`src/rtl/core_ahb_arbiter_pkg.sv`:
```
// rtl/core_ahb_arbiter_pkg.sv - shared AHB-Lite encodings and arbiter select type
package core_ahb_arbiter_pkg;

  localparam logic [1:0] AHB_HTRANS_IDLE   = 2'b00;
  localparam logic [1:0] AHB_HTRANS_BUSY   = 2'b01;
  localparam logic [1:0] AHB_HTRANS_NONSEQ = 2'b10;
  localparam logic [1:0] AHB_HTRANS_SEQ    = 2'b11;

  localparam logic AHB_HRESP_OKAY  = 1'b0;
  localparam logic AHB_HRESP_ERROR = 1'b1;

  typedef enum logic {
    ARB_SEL_M0 = 1'b0,
    ARB_SEL_M1 = 1'b1
  } arb_sel_e;

  // SEQ is handled exactly like NONSEQ; BUSY like IDLE
  function automatic logic htrans_active(input logic [1:0] htrans);
    return (htrans == AHB_HTRANS_NONSEQ) || (htrans == AHB_HTRANS_SEQ);
  endfunction

endpackage

```
`src/rtl/core_ahb_arbiter_if.sv`:
```
// rtl/core_ahb_arbiter_if.sv - AHB-Lite port bundle shared by master and slave sides
interface core_ahb_arbiter_if #(
  parameter int ADDR_W = 32,
  parameter int DATA_W = 32
);
  logic [1:0]        htrans;
  logic [ADDR_W-1:0] haddr;
  logic              hwrite;
  logic [2:0]        hsize;
  logic [2:0]        hburst;
  logic              hmastlock;
  logic [DATA_W-1:0] hwdata;
  logic              hready;
  logic              hresp;
  logic [DATA_W-1:0] hrdata;
  logic              hmaster;

  modport master (
    output htrans, haddr, hwrite, hsize, hburst, hmastlock, hwdata, hmaster,
    input  hready, hresp, hrdata
  );

  modport slave (
    input  htrans, haddr, hwrite, hsize, hburst, hmastlock, hwdata,
    output hready, hresp, hrdata
  );
endinterface

```
`src/rtl/core_ahb_arb_input_stage.sv`:
```
// rtl/core_ahb_arb_input_stage.sv - per-master holding register, pending/data-phase flags,
// and hready/hresp back to the master
module core_ahb_arb_input_stage
  import core_ahb_arbiter_pkg::*;
#(
  parameter int ADDR_W = 32
) (
  input  logic              clk,
  input  logic              rstn,
  input  logic [1:0]        htrans,
  input  logic [ADDR_W-1:0] haddr,
  input  logic              hwrite,
  input  logic [2:0]        hsize,
  input  logic [2:0]        hburst,
  input  logic              hmastlock,
  input  logic              grant,
  input  logic              s_hready,
  input  logic              s_hresp,
  output logic              hready,
  output logic              hresp,
  output logic              live,
  output logic              pend_vld,
  output logic              dph_vld,
  output logic [ADDR_W-1:0] req_addr,
  output logic              req_write,
  output logic [2:0]        req_size,
  output logic [2:0]        req_burst,
  output logic              req_lock
);

  logic [ADDR_W-1:0] hold_addr;
  logic              hold_write;
  logic [2:0]        hold_size;
  logic [2:0]        hold_burst;
  logic              hold_lock;

  always_comb begin
    hready = dph_vld ? s_hready : !pend_vld;
    hresp  = dph_vld ? s_hresp : AHB_HRESP_OKAY;
    live   = htrans_active(htrans) && hready;
  end

  // A held request never coexists with a live one: hready is low while pending
  always_comb begin
    req_addr  = pend_vld ? hold_addr  : haddr;
    req_write = pend_vld ? hold_write : hwrite;
    req_size  = pend_vld ? hold_size  : hsize;
    req_burst = pend_vld ? hold_burst : hburst;
    req_lock  = pend_vld ? hold_lock  : hmastlock;
  end

  always_ff @(posedge clk or negedge rstn) begin
    if (!rstn) begin
      pend_vld   <= 1'b0;
      dph_vld    <= 1'b0;
      hold_addr  <= '0;
      hold_write <= 1'b0;
      hold_size  <= 3'd0;
      hold_burst <= 3'd0;
      hold_lock  <= 1'b0;
    end else begin
      if (grant) begin
        pend_vld <= 1'b0;
      end else if (live) begin
        pend_vld   <= 1'b1;
        hold_addr  <= haddr;
        hold_write <= hwrite;
        hold_size  <= hsize;
        hold_burst <= hburst;
        hold_lock  <= hmastlock;
      end
      // Grants only happen on s_hready, which also retires the previous data phase
      if (s_hready) begin
        dph_vld <= grant;
      end
    end
  end

endmodule

```
`src/rtl/core_ahb_arbiter.sv`:
```
// rtl/core_ahb_arbiter.sv - two-master to one-slave AHB-Lite arbiter; define
// CORE_AHB_ARB_RR_EN for round-robin ties, otherwise M1 wins ties
module core_ahb_arbiter
  import core_ahb_arbiter_pkg::*;
#(
  parameter int ADDR_W = 32,
  parameter int DATA_W = 32
) (
  input  logic               clk,
  input  logic               rstn,
  core_ahb_arbiter_if.slave  m0,
  core_ahb_arbiter_if.slave  m1,
  core_ahb_arbiter_if.master s
);

  logic              live0, live1, pend0, pend1, dph0, dph1;
  logic [ADDR_W-1:0] addr0, addr1;
  logic              write0, write1, lock0, lock1;
  logic [2:0]        size0, size1, burst0, burst1;
  logic              req0, req1, grant0, grant1, gnt_any, tie_m1, owner_req;
  logic              lock_vld;
  arb_sel_e          data_owner, lock_owner;
  logic [DATA_W-1:0] wdata_sel;
`ifdef CORE_AHB_ARB_RR_EN
  arb_sel_e          last_grant;
`endif

  core_ahb_arb_input_stage #(.ADDR_W(ADDR_W)) u_in0 (
    .clk(clk), .rstn(rstn),
    .htrans(m0.htrans), .haddr(m0.haddr), .hwrite(m0.hwrite), .hsize(m0.hsize),
    .hburst(m0.hburst), .hmastlock(m0.hmastlock),
    .grant(grant0), .s_hready(s.hready), .s_hresp(s.hresp),
    .hready(m0.hready), .hresp(m0.hresp), .live(live0), .pend_vld(pend0), .dph_vld(dph0),
    .req_addr(addr0), .req_write(write0), .req_size(size0), .req_burst(burst0), .req_lock(lock0)
  );

  core_ahb_arb_input_stage #(.ADDR_W(ADDR_W)) u_in1 (
    .clk(clk), .rstn(rstn),
    .htrans(m1.htrans), .haddr(m1.haddr), .hwrite(m1.hwrite), .hsize(m1.hsize),
    .hburst(m1.hburst), .hmastlock(m1.hmastlock),
    .grant(grant1), .s_hready(s.hready), .s_hresp(s.hresp),
    .hready(m1.hready), .hresp(m1.hresp), .live(live1), .pend_vld(pend1), .dph_vld(dph1),
    .req_addr(addr1), .req_write(write1), .req_size(size1), .req_burst(burst1), .req_lock(lock1)
  );

  always_comb begin
    req0      = live0 | pend0;
    req1      = live1 | pend1;
    owner_req = (lock_owner == ARB_SEL_M1) ? req1 : req0;
`ifdef CORE_AHB_ARB_RR_EN
    tie_m1    = (last_grant == ARB_SEL_M0);
`else
    tie_m1    = 1'b1;
`endif
    grant0 = 1'b0;
    grant1 = 1'b0;
    // rstn gates the grant so a live request cannot leak through during reset
    if (rstn && s.hready) begin
      if (lock_vld) begin
        grant0 = (lock_owner == ARB_SEL_M0) && req0;
        grant1 = (lock_owner == ARB_SEL_M1) && req1;
      end else if (pend0 != pend1) begin
        grant0 = pend0;
        grant1 = pend1;
      end else if (req0 && req1) begin
        grant0 = !tie_m1;
        grant1 = tie_m1;
      end else begin
        grant0 = req0;
        grant1 = req1;
      end
    end
    gnt_any = grant0 | grant1;
  end

  always_comb begin
    s.htrans    = AHB_HTRANS_IDLE;
    s.haddr     = '0;
    s.hwrite    = 1'b0;
    s.hsize     = 3'd0;
    s.hburst    = 3'd0;
    s.hmastlock = 1'b0;
    s.hmaster   = data_owner;
    if (gnt_any) begin
      s.htrans    = AHB_HTRANS_NONSEQ;
      s.hmaster   = grant1;
      s.haddr     = grant1 ? addr1  : addr0;
      s.hwrite    = grant1 ? write1 : write0;
      s.hsize     = grant1 ? size1  : size0;
      s.hburst    = grant1 ? burst1 : burst0;
      s.hmastlock = grant1 ? lock1  : lock0;
    end
  end

  assign wdata_sel = (dph0 | dph1) ? ((data_owner == ARB_SEL_M1) ? m1.hwdata : m0.hwdata) : '0;
  assign s.hwdata  = wdata_sel;
  assign m0.hrdata = s.hrdata;
  assign m1.hrdata = s.hrdata;

  // Lock drops on the owner's next unlocked grant or on a slot where it has no request
  always_ff @(posedge clk or negedge rstn) begin
    if (!rstn) begin
      data_owner <= ARB_SEL_M0;
      lock_owner <= ARB_SEL_M0;
      lock_vld   <= 1'b0;
    end else if (gnt_any) begin
      data_owner <= arb_sel_e'(grant1);
      lock_owner <= arb_sel_e'(grant1);
      lock_vld   <= grant1 ? lock1 : lock0;
    end else if (lock_vld && s.hready && !owner_req) begin
      lock_vld <= 1'b0;
    end
  end

`ifdef CORE_AHB_ARB_RR_EN
  always_ff @(posedge clk or negedge rstn) begin
    if (!rstn) begin
      last_grant <= ARB_SEL_M1;
    end else if (gnt_any) begin
      last_grant <= arb_sel_e'(grant1);
    end
  end
`endif

endmodule

```
`src/flat_wrapper.sv`:
```
// flat-port wrapper written by rule: the top's interface ports become plain ports
module core_ahb_arbiter_flat import core_ahb_arbiter_pkg::*;
#(
  parameter int ADDR_W = 32,
  parameter int DATA_W = 32
)
  (clk, rstn, m0_htrans, m0_haddr, m0_hwrite, m0_hsize, m0_hburst, m0_hmastlock, m0_hwdata, m0_hready, m0_hresp, m0_hrdata, m1_htrans, m1_haddr, m1_hwrite, m1_hsize, m1_hburst, m1_hmastlock, m1_hwdata, m1_hready, m1_hresp, m1_hrdata, s_htrans, s_haddr, s_hwrite, s_hsize, s_hburst, s_hmastlock, s_hwdata, s_hmaster, s_hready, s_hresp, s_hrdata);
  core_ahb_arbiter_if #(.ADDR_W(ADDR_W), .DATA_W(DATA_W)) m0_i ();
  core_ahb_arbiter_if #(.ADDR_W(ADDR_W), .DATA_W(DATA_W)) m1_i ();
  core_ahb_arbiter_if #(.ADDR_W(ADDR_W), .DATA_W(DATA_W)) s_i ();
  input  logic clk;
  input  logic rstn;
  input wire logic [$bits(m0_i.htrans)-1:0] m0_htrans;
  input wire logic [$bits(m0_i.haddr)-1:0] m0_haddr;
  input wire logic [$bits(m0_i.hwrite)-1:0] m0_hwrite;
  input wire logic [$bits(m0_i.hsize)-1:0] m0_hsize;
  input wire logic [$bits(m0_i.hburst)-1:0] m0_hburst;
  input wire logic [$bits(m0_i.hmastlock)-1:0] m0_hmastlock;
  input wire logic [$bits(m0_i.hwdata)-1:0] m0_hwdata;
  output wire logic [$bits(m0_i.hready)-1:0] m0_hready;
  output wire logic [$bits(m0_i.hresp)-1:0] m0_hresp;
  output wire logic [$bits(m0_i.hrdata)-1:0] m0_hrdata;
  input wire logic [$bits(m1_i.htrans)-1:0] m1_htrans;
  input wire logic [$bits(m1_i.haddr)-1:0] m1_haddr;
  input wire logic [$bits(m1_i.hwrite)-1:0] m1_hwrite;
  input wire logic [$bits(m1_i.hsize)-1:0] m1_hsize;
  input wire logic [$bits(m1_i.hburst)-1:0] m1_hburst;
  input wire logic [$bits(m1_i.hmastlock)-1:0] m1_hmastlock;
  input wire logic [$bits(m1_i.hwdata)-1:0] m1_hwdata;
  output wire logic [$bits(m1_i.hready)-1:0] m1_hready;
  output wire logic [$bits(m1_i.hresp)-1:0] m1_hresp;
  output wire logic [$bits(m1_i.hrdata)-1:0] m1_hrdata;
  output wire logic [$bits(s_i.htrans)-1:0] s_htrans;
  output wire logic [$bits(s_i.haddr)-1:0] s_haddr;
  output wire logic [$bits(s_i.hwrite)-1:0] s_hwrite;
  output wire logic [$bits(s_i.hsize)-1:0] s_hsize;
  output wire logic [$bits(s_i.hburst)-1:0] s_hburst;
  output wire logic [$bits(s_i.hmastlock)-1:0] s_hmastlock;
  output wire logic [$bits(s_i.hwdata)-1:0] s_hwdata;
  output wire logic [$bits(s_i.hmaster)-1:0] s_hmaster;
  input wire logic [$bits(s_i.hready)-1:0] s_hready;
  input wire logic [$bits(s_i.hresp)-1:0] s_hresp;
  input wire logic [$bits(s_i.hrdata)-1:0] s_hrdata;
  assign m0_i.htrans = m0_htrans;
  assign m0_i.haddr = m0_haddr;
  assign m0_i.hwrite = m0_hwrite;
  assign m0_i.hsize = m0_hsize;
  assign m0_i.hburst = m0_hburst;
  assign m0_i.hmastlock = m0_hmastlock;
  assign m0_i.hwdata = m0_hwdata;
  assign m0_hready = m0_i.hready;
  assign m0_hresp = m0_i.hresp;
  assign m0_hrdata = m0_i.hrdata;
  assign m1_i.htrans = m1_htrans;
  assign m1_i.haddr = m1_haddr;
  assign m1_i.hwrite = m1_hwrite;
  assign m1_i.hsize = m1_hsize;
  assign m1_i.hburst = m1_hburst;
  assign m1_i.hmastlock = m1_hmastlock;
  assign m1_i.hwdata = m1_hwdata;
  assign m1_hready = m1_i.hready;
  assign m1_hresp = m1_i.hresp;
  assign m1_hrdata = m1_i.hrdata;
  assign s_htrans = s_i.htrans;
  assign s_haddr = s_i.haddr;
  assign s_hwrite = s_i.hwrite;
  assign s_hsize = s_i.hsize;
  assign s_hburst = s_i.hburst;
  assign s_hmastlock = s_i.hmastlock;
  assign s_hwdata = s_i.hwdata;
  assign s_hmaster = s_i.hmaster;
  assign s_i.hready = s_hready;
  assign s_i.hresp = s_hresp;
  assign s_i.hrdata = s_hrdata;
  core_ahb_arbiter #(.ADDR_W(ADDR_W), .DATA_W(DATA_W)) u_core (.clk(clk), .rstn(rstn), .m0(m0_i), .m1(m1_i), .s(s_i));
endmodule
```
`config.mk`:
```
export PLATFORM = sky130hd
export DESIGN_NAME = core_ahb_arbiter_flat
export DESIGN_NICKNAME = d
export VERILOG_FILES = /design/src/rtl/core_ahb_arbiter_pkg.sv /design/src/rtl/core_ahb_arbiter_if.sv /design/src/rtl/core_ahb_arb_input_stage.sv /design/src/rtl/core_ahb_arbiter.sv /design/src/flat_wrapper.sv
export SDC_FILE = /design/constraint.sdc
export NUM_CORES = 1
export LEC_CHECK = 0
export BUFFER_PORTS_ARGS = -buffer_cell sky130_fd_sc_hd__buf_2
export CORE_MARGIN = 5
export CORE_UTILIZATION = 40
export CTS_CLUSTER_DIAMETER = 30
export DETAILED_ROUTE_END_ITERATION = 7
export GPL_TIMING_DRIVEN = 0
export PLACE_DENSITY = 0.73
export SLEW_MARGIN = 20
export SYNTH_ARGS = -nofsm -noshare
export SYNTH_HDL_FRONTEND = slang
export SYNTH_SLANG_ARGS = --single-unit
```
`constraint.sdc`:
```
create_clock -name clk -period 2.2 [get_ports clk]
set_input_delay 0.22 -clock clk [delete_from_list [all_inputs] [get_ports clk]]
set_output_delay 0.22 -clock clk [all_outputs]
set_load 0.02 [all_outputs]
```
Word-level counts from Yosys, hierarchy flattened
Index checks and enable logic that the tools add are counted.
{"block": "op_classes", "n_mux": 43, "n_bitwise": 7, "eq_ne": 5, "n_reduce_logical": 18}
{"operator": "$mux 32", "count": 6}
{"operator": "$mux 1", "count": 28}
{"operator": "$mux 3", "count": 8}
{"operator": "$eq 2x2->1 const B", "count": 4}
{"operator": "$logic_and 1x1->1", "count": 8}
{"operator": "$reduce_bool 2->1", "count": 3}
{"operator": "$or 1x1->1", "count": 4}
{"operator": "$reduce_and 2->1", "count": 2}
{"operator": "$logic_not 1->1", "count": 3}
{"operator": "$not 1->1", "count": 3}
{"operator": "$logic_or 1x1->1", "count": 2}
{"operator": "$mux 2", "count": 1}
{"operator": "$ne 1x1->1", "count": 1}
{"block": "totals", "in_bits": 184, "reg_bits": 87, "word_cells": 90, "out_inout_bits": 143}

Depth between registers and ports, before layout
{"block": "depth", "depth_word": 11, "depth_mapped": 8, "mapped_depth_nobuf": 5}

Hierarchy
From an unflattened synthesis, not the netlist that was laid out.
{"block": "hier_totals", "hier_cells": 495, "hier_area_um2": 6064.6}
{"module": "core_ahb_arb_input_stage", "seq_area_each_um2": 1051.0, "area_per_inst_um2": 2203.4, "cells_each": 141, "n_inst": 2}
{"module": "core_ahb_arbiter", "seq_area_each_um2": 75.1, "area_per_inst_um2": 1657.8, "cells_each": 213, "n_inst": 1}

Worst setup path before layout
No wires, ideal clock.
{"block": "synth_timing", "path_type": "flip-flop to output port", "startpoint": "register u_core.u_in0.pend_vld", "endpoint": "output s_haddr[21]", "path_stages_with_launch": 8, "n_path_buf": 2, "t_arrival_ps": 1888, "t_required_ps": 1980, "slack_ps": 92, "cell_sequence": "dfrtp_1 > buf_6 > inv_1 > o211ai_1 > o21ai_0 > o21bai_2 > buf_2 > a211oi_1"}
{"block": "synth_via", "elab_chain_len": 11, "elab_cells_between_ends": 19, "cone_classes": "eq/ne (1); mux (12); bitwise (2); reduce/logical (4)"}
{"item": "from (decl)", "line": "core_ahb_arb_input_stage.sv:22", "text": "output logic pend_vld,"}
{"item": "from (signal assigned)", "line": "core_ahb_arb_input_stage.sv:54", "text": "pend_vld <= 1'b0;"}
{"item": "from (signal assigned)", "line": "core_ahb_arb_input_stage.sv:63", "text": "pend_vld <= 1'b0;"}
{"item": "from (signal assigned)", "line": "core_ahb_arb_input_stage.sv:65", "text": "pend_vld <= 1'b1;"}
{"item": "$logic_not 1->1", "line": "core_ahb_arb_input_stage.sv:38", "text": "hready = dph_vld ? s_hready : !pend_vld;"}
{"item": "$mux 1", "line": "core_ahb_arb_input_stage.sv:38"}
{"item": "$logic_and 1x1->1", "line": "core_ahb_arb_input_stage.sv:40", "text": "live = htrans_active(htrans) && hready;"}
{"item": "$or 1x1->1", "line": "core_ahb_arbiter.sv:47", "text": "req0 = live0 | pend0;"}
{"item": "$logic_and 1x1->1", "line": "core_ahb_arbiter.sv:65", "text": "end else if (req0 && req1) begin"}
{"item": "$mux 1", "line": "core_ahb_arbiter.sv:65"}
{"item": "$mux 1", "line": "core_ahb_arbiter.sv:62", "text": "end else if (pend0 != pend1) begin"}
{"item": "$mux 1", "line": "core_ahb_arbiter.sv:59", "text": "if (lock_vld) begin"}
{"item": "$mux 1", "line": "core_ahb_arbiter.sv:58", "text": "if (rstn && s.hready) begin"}
{"item": "$mux 32 or $or 1x1->1 (tied branches)", "line": "core_ahb_arbiter.sv:87, core_ahb_arbiter.sv:73"}
{"item": "$mux 32 (*)", "line": "core_ahb_arbiter.sv:84", "text": "if (gnt_any) begin"}
{"item": "to (decl)", "line": "flat_wrapper.sv:34", "text": "output wire logic [$bits(s_i.haddr)-1:0] s_haddr;"}
Mark *: on every way between the ends. The rest lies on a longest branch, timed or not.

Worst setup path in the final report
{"block": "layout_timing", "startpoint": "register u_core.lock_vld", "endpoint": "output s_haddr[25]"}
{"block": "layout_via", "elab_chain_len": 4, "elab_cells_between_ends": 7, "cone_classes": "mux (6); bitwise (1)"}
{"item": "from (decl)", "line": "core_ahb_arbiter.sv:21", "text": "logic lock_vld;"}
{"item": "from (signal assigned)", "line": "core_ahb_arbiter.sv:109", "text": "lock_vld <= grant1 ? lock1 : lock0;"}
{"item": "$mux 1", "line": "core_ahb_arbiter.sv:59"}
{"item": "$mux 1", "line": "core_ahb_arbiter.sv:58"}
{"item": "$mux 32 or $or 1x1->1 (tied branches)", "line": "core_ahb_arbiter.sv:87, core_ahb_arbiter.sv:73"}
{"item": "$mux 32 (*)", "line": "core_ahb_arbiter.sv:84"}
Marked as above.

==> impl_results.md <==
* # clock sinks at between 80 and 90
* HPWL Detailed at 15600 microns
* Cts bufs inserted at 9
* WL final at 21700 microns
* Fmax at 424 MHz
* Final setup viols at 42
* Share of layout cells above drive strength 1 at between 60% and 70%
* Worst hold path class: in -> reg
* Required time worst endpoint at 1980 ps
* P_leak at ~0.0047 uW
* Clk_lat worst skew at between 300 and 400 ps
* Synthesis Warnings at 0
* # DRC at 0
* Die footprint at 17400 sq um
* I/O pin count at 327
* Root buffer cell: clkbuf_16
* Cells after Synth at 534
* Drt first pass iters at 4
* Global route overflow at 0
* Vias/cell at ~5.2
* Synth area leader: dfrtp_1
* Placer congestion estimate at between 0.8 and 0.9
* Largest net degree at the start of global routing at 39
* Inserted Diodes at 0
* Syn Nets at just over 700
* RSZ-0062 raised after global routing: true
* Clock power share at 14.4%
* # nets final at 1047
* PwrDens at ~1200 nW/um^2
* Pre-CTS setup slack at -359 ps
* Failing checks: negative setup slack
* Post-synth top area share at a little under two fifths
* All-layer global routing usage at between 20% and 30%
* Htree depth at 3
* Slew @ Worst Pin at ~550 ps
* Die height at between 100 and 150 microns
* Seq/Total Area, Yosys at between 30% and 40%
* Final WS setup at -159 ps
* Vias at ~5500
* Final Skew at between 5 and 6 ps
* Leading post-synthesis cells by cell area: dfrtp_1 37%, mux2i_1 14%, mux2_4 10%
* Layout fillers at roughly 1200
* Status: complete, but fails checks
* Max_cap viols at 0
* Global-route wire length before repair at ~33000 microns
* Vias in the first global route at around 5700
* DIE WIDTH at 132 microns
* Post-layout util at a little over three fifths
* Routed Antenna Nets at 0
* Core area at 14500 sq um
* Worst Path Max Fanout at 10
* Starting Density at between 40% and 50%
* Switching Share at around two fifths
* Sw power at between 4000 and 5000 uW
* Kind of critical path: reg -> out
* Slew Limit Fails at 0
* Initial DRC count at 198
* CTS tree: built
* CTS clk-pin slew, worst paths at 70 ps
* Hold Slack at between 100 and 150 ps
* Flop pwr share at between 20% and 30%
* Comb power frac at 57.3%
* Endpoint class of the critical path: output pin
* WP data arrival at approximately 2100 ps
* Site Rows at 44
* Area growth from synthesis to layout at 54.4%
* Relative slew slack at around 63%
* Hold violation total from the final report at 0
* Min cycle time layout at 2360 ps
* Synthesized cell area at roughly 6000 sq um
* Syn_area_per_cell at roughly 11 sq um
* Routed len/inst at slightly above 20 microns
* Crit path launch type: flop
* Peak VDD IR at 682 uV
* Number of synthesized register bits at just under 90
* Pint at 6350 uW
* Tot Pwr at ~11000 uW
* PortBufs at between 200 and 300
* Initial antenna violation count at 4
* CTS max path bufs at 2
* Yosys cell types at 38
* Fin crit share at 107%
registers in the layout, summed over array words and instances (netlist names), 3 cells and up:
signal	flops
u_core.u_in0.hold_addr	32
u_core.u_in1.hold_addr	32
u_core.u_in0.hold_burst	3
u_core.u_in0.hold_size	3
u_core.u_in1.hold_burst	3
u_core.u_in1.hold_size	3
cell usage after synthesis:
| master | n |
|---|---|
| clkbuf_1 | 17 |
| a211oi_1 | 54 |
| nor2b_4 | 1 |
| o221ai_1 | 1 |
| mux2_2 | 41 |
| buf_4 | 66 |
| a31o_2 | 1 |
| buf_2 | 16 |
| nor3_1 | 2 |
| nand2b_1 | 3 |
| o31ai_1 | 1 |
| nor3b_1 | 2 |
| nand2_1 | 6 |
| a31oi_1 | 1 |
| and3_1 | 1 |
| or3_1 | 1 |
| nor2_1 | 35 |
| buf_12 | 4 |
| o22ai_1 | 14 |
| o21a_1 | 1 |
| a21oi_1 | 4 |
| o21bai_2 | 1 |
| mux2i_1 | 85 |
| inv_1 | 4 |
| a32oi_1 | 1 |
| and2_1 | 2 |
| mux2_4 | 40 |
| o21ai_0 | 3 |
| o2111ai_1 | 1 |
| buf_6 | 3 |
| a21boi_0 | 2 |
| conb_1 | 1 |
| o311ai_2 | 1 |
| dfrtp_1 | 87 |
| clkbuf_8 | 1 |
| a21o_1 | 2 |
| o211ai_1 | 1 |
| nor2b_1 | 27 |
final cells by class:
type | instances | area (sq um) | share of cell area, %
multi-input combinational | 336 | 3580 | 39.1
sequential | 87 | 2180 | 23.8
timing repair buffer | 319 | 1910 | 20.8
buffer | 106 | 946 | 10.3
clock buffer | 12 | 246 | 2.69
tap | 184 | 230 | 2.51
clock inverter | 4 | 45.0 | 0.492
inverter | 4 | 20.0 | 0.219
placed cells by master, fill, tap and decap left out, types with 3 or more instances in the layout:
cell,Yosys,routed
buf_2,16,261
buf_4,66,101
dfrtp_1,87,83
mux2i_1,85,76
mux2_2,41,41
mux2_4,40,40
a211oi_2,0,38
nor2_1,35,35
buf_6,3,28
nor2b_1,27,27
a211oi_4,0,12
clkbuf_16,0,11
o22ai_4,0,10
buf_12,4,9
clkbuf_2,0,8
mux2i_2,0,8
nand2_1,6,6
clkbuf_1,17,4
clkbuf_4,0,4
buf_8,0,4
o22ai_2,0,4
a211oi_1,54,4
dfrtp_2,0,4
a21oi_1,4,3
clkinv_2,0,3
dlygate4sd3_1,0,3
per-layer routing:
layer	wire length (microns)	global-route usage, %
met5	34	0
met4	558	7.43
met3	1620	7.06
met1	8460	28.3
met2	11000	40.5
metrics by stage:
step	std cells	instance area, sq um	TNS (ps)
final	1052	9160	-4030
after detailed placement	1010	7650	-14130
after global routing	1052	9160	-6880
after CTS	1047	8890	-2210
after floorplan	534	5930	0
after global placement	1009	7620	-167010
cell families (layout without fill, tap and decap cells):
family | Yosys count | after routing | share of synthesized area (%)
muxes | 166 | 166 | 32.3
buffers and inverters | 111 | 445 | 13.2
AOI/OAI and AO/OA | 89 | 89 | 10.9
DFF | 87 | 87 | 36.7
and+or+nand+nor | 80 | 80 | 6.84
other | 1 | 1 | 0.0632
power by group through the flow:
stage	clock network, uW	logic, uW	registers, uW
finish	1530	6080	3000
global route	1630	6440	3090
CTS	1550	5750	2910
detailed placement	0	4830	2840
global placement	0	4760	2810
floorplan	0	3610	2730
worst paths after layout:
path | from | to | slack, ps | cells after the start
hold / removal | m1_haddr[11] | u_core.u_in1.hold_addr[11] | 120 | 2
min in group asynchronous | rstn | u_core.u_in0.hold_addr[19] | 410 | 2
max in group asynchronous | rstn | u_core.u_in1.dph_vld | 1380 | 3
setup reg to reg | u_core.lock_vld | u_core.u_in0.hold_burst[2] | 100 | 8
hold reg to reg | u_core.u_in0.hold_addr[30] | u_core.u_in0.hold_addr[30] | 510 | 1
setup / recovery | u_core.lock_vld | s_haddr[25] | -160 | 9
repair_timing:
item                                   4_1_cts  5_1_grt
setup buffers                               13        6
gates cloned                                 4        0
gates resized for setup                    181       50
setup endpoints to repair                   51       56
pin swaps                                   30       14
hold buffers                                 4        0
endpoints found under the hold margin       49        0
critical path, cell delays in order, from the launching register on:
cell,delay [ps]
dfrtp_1,370
buf_6,140
nor2b_4,140
nor3_2,210
nand2b_1,110
buf_6,170
buf_8,160
a211oi_4,240
a211oi_2,70
buf_2,170
No activity file was read; power rests on OpenSTA's default activity.
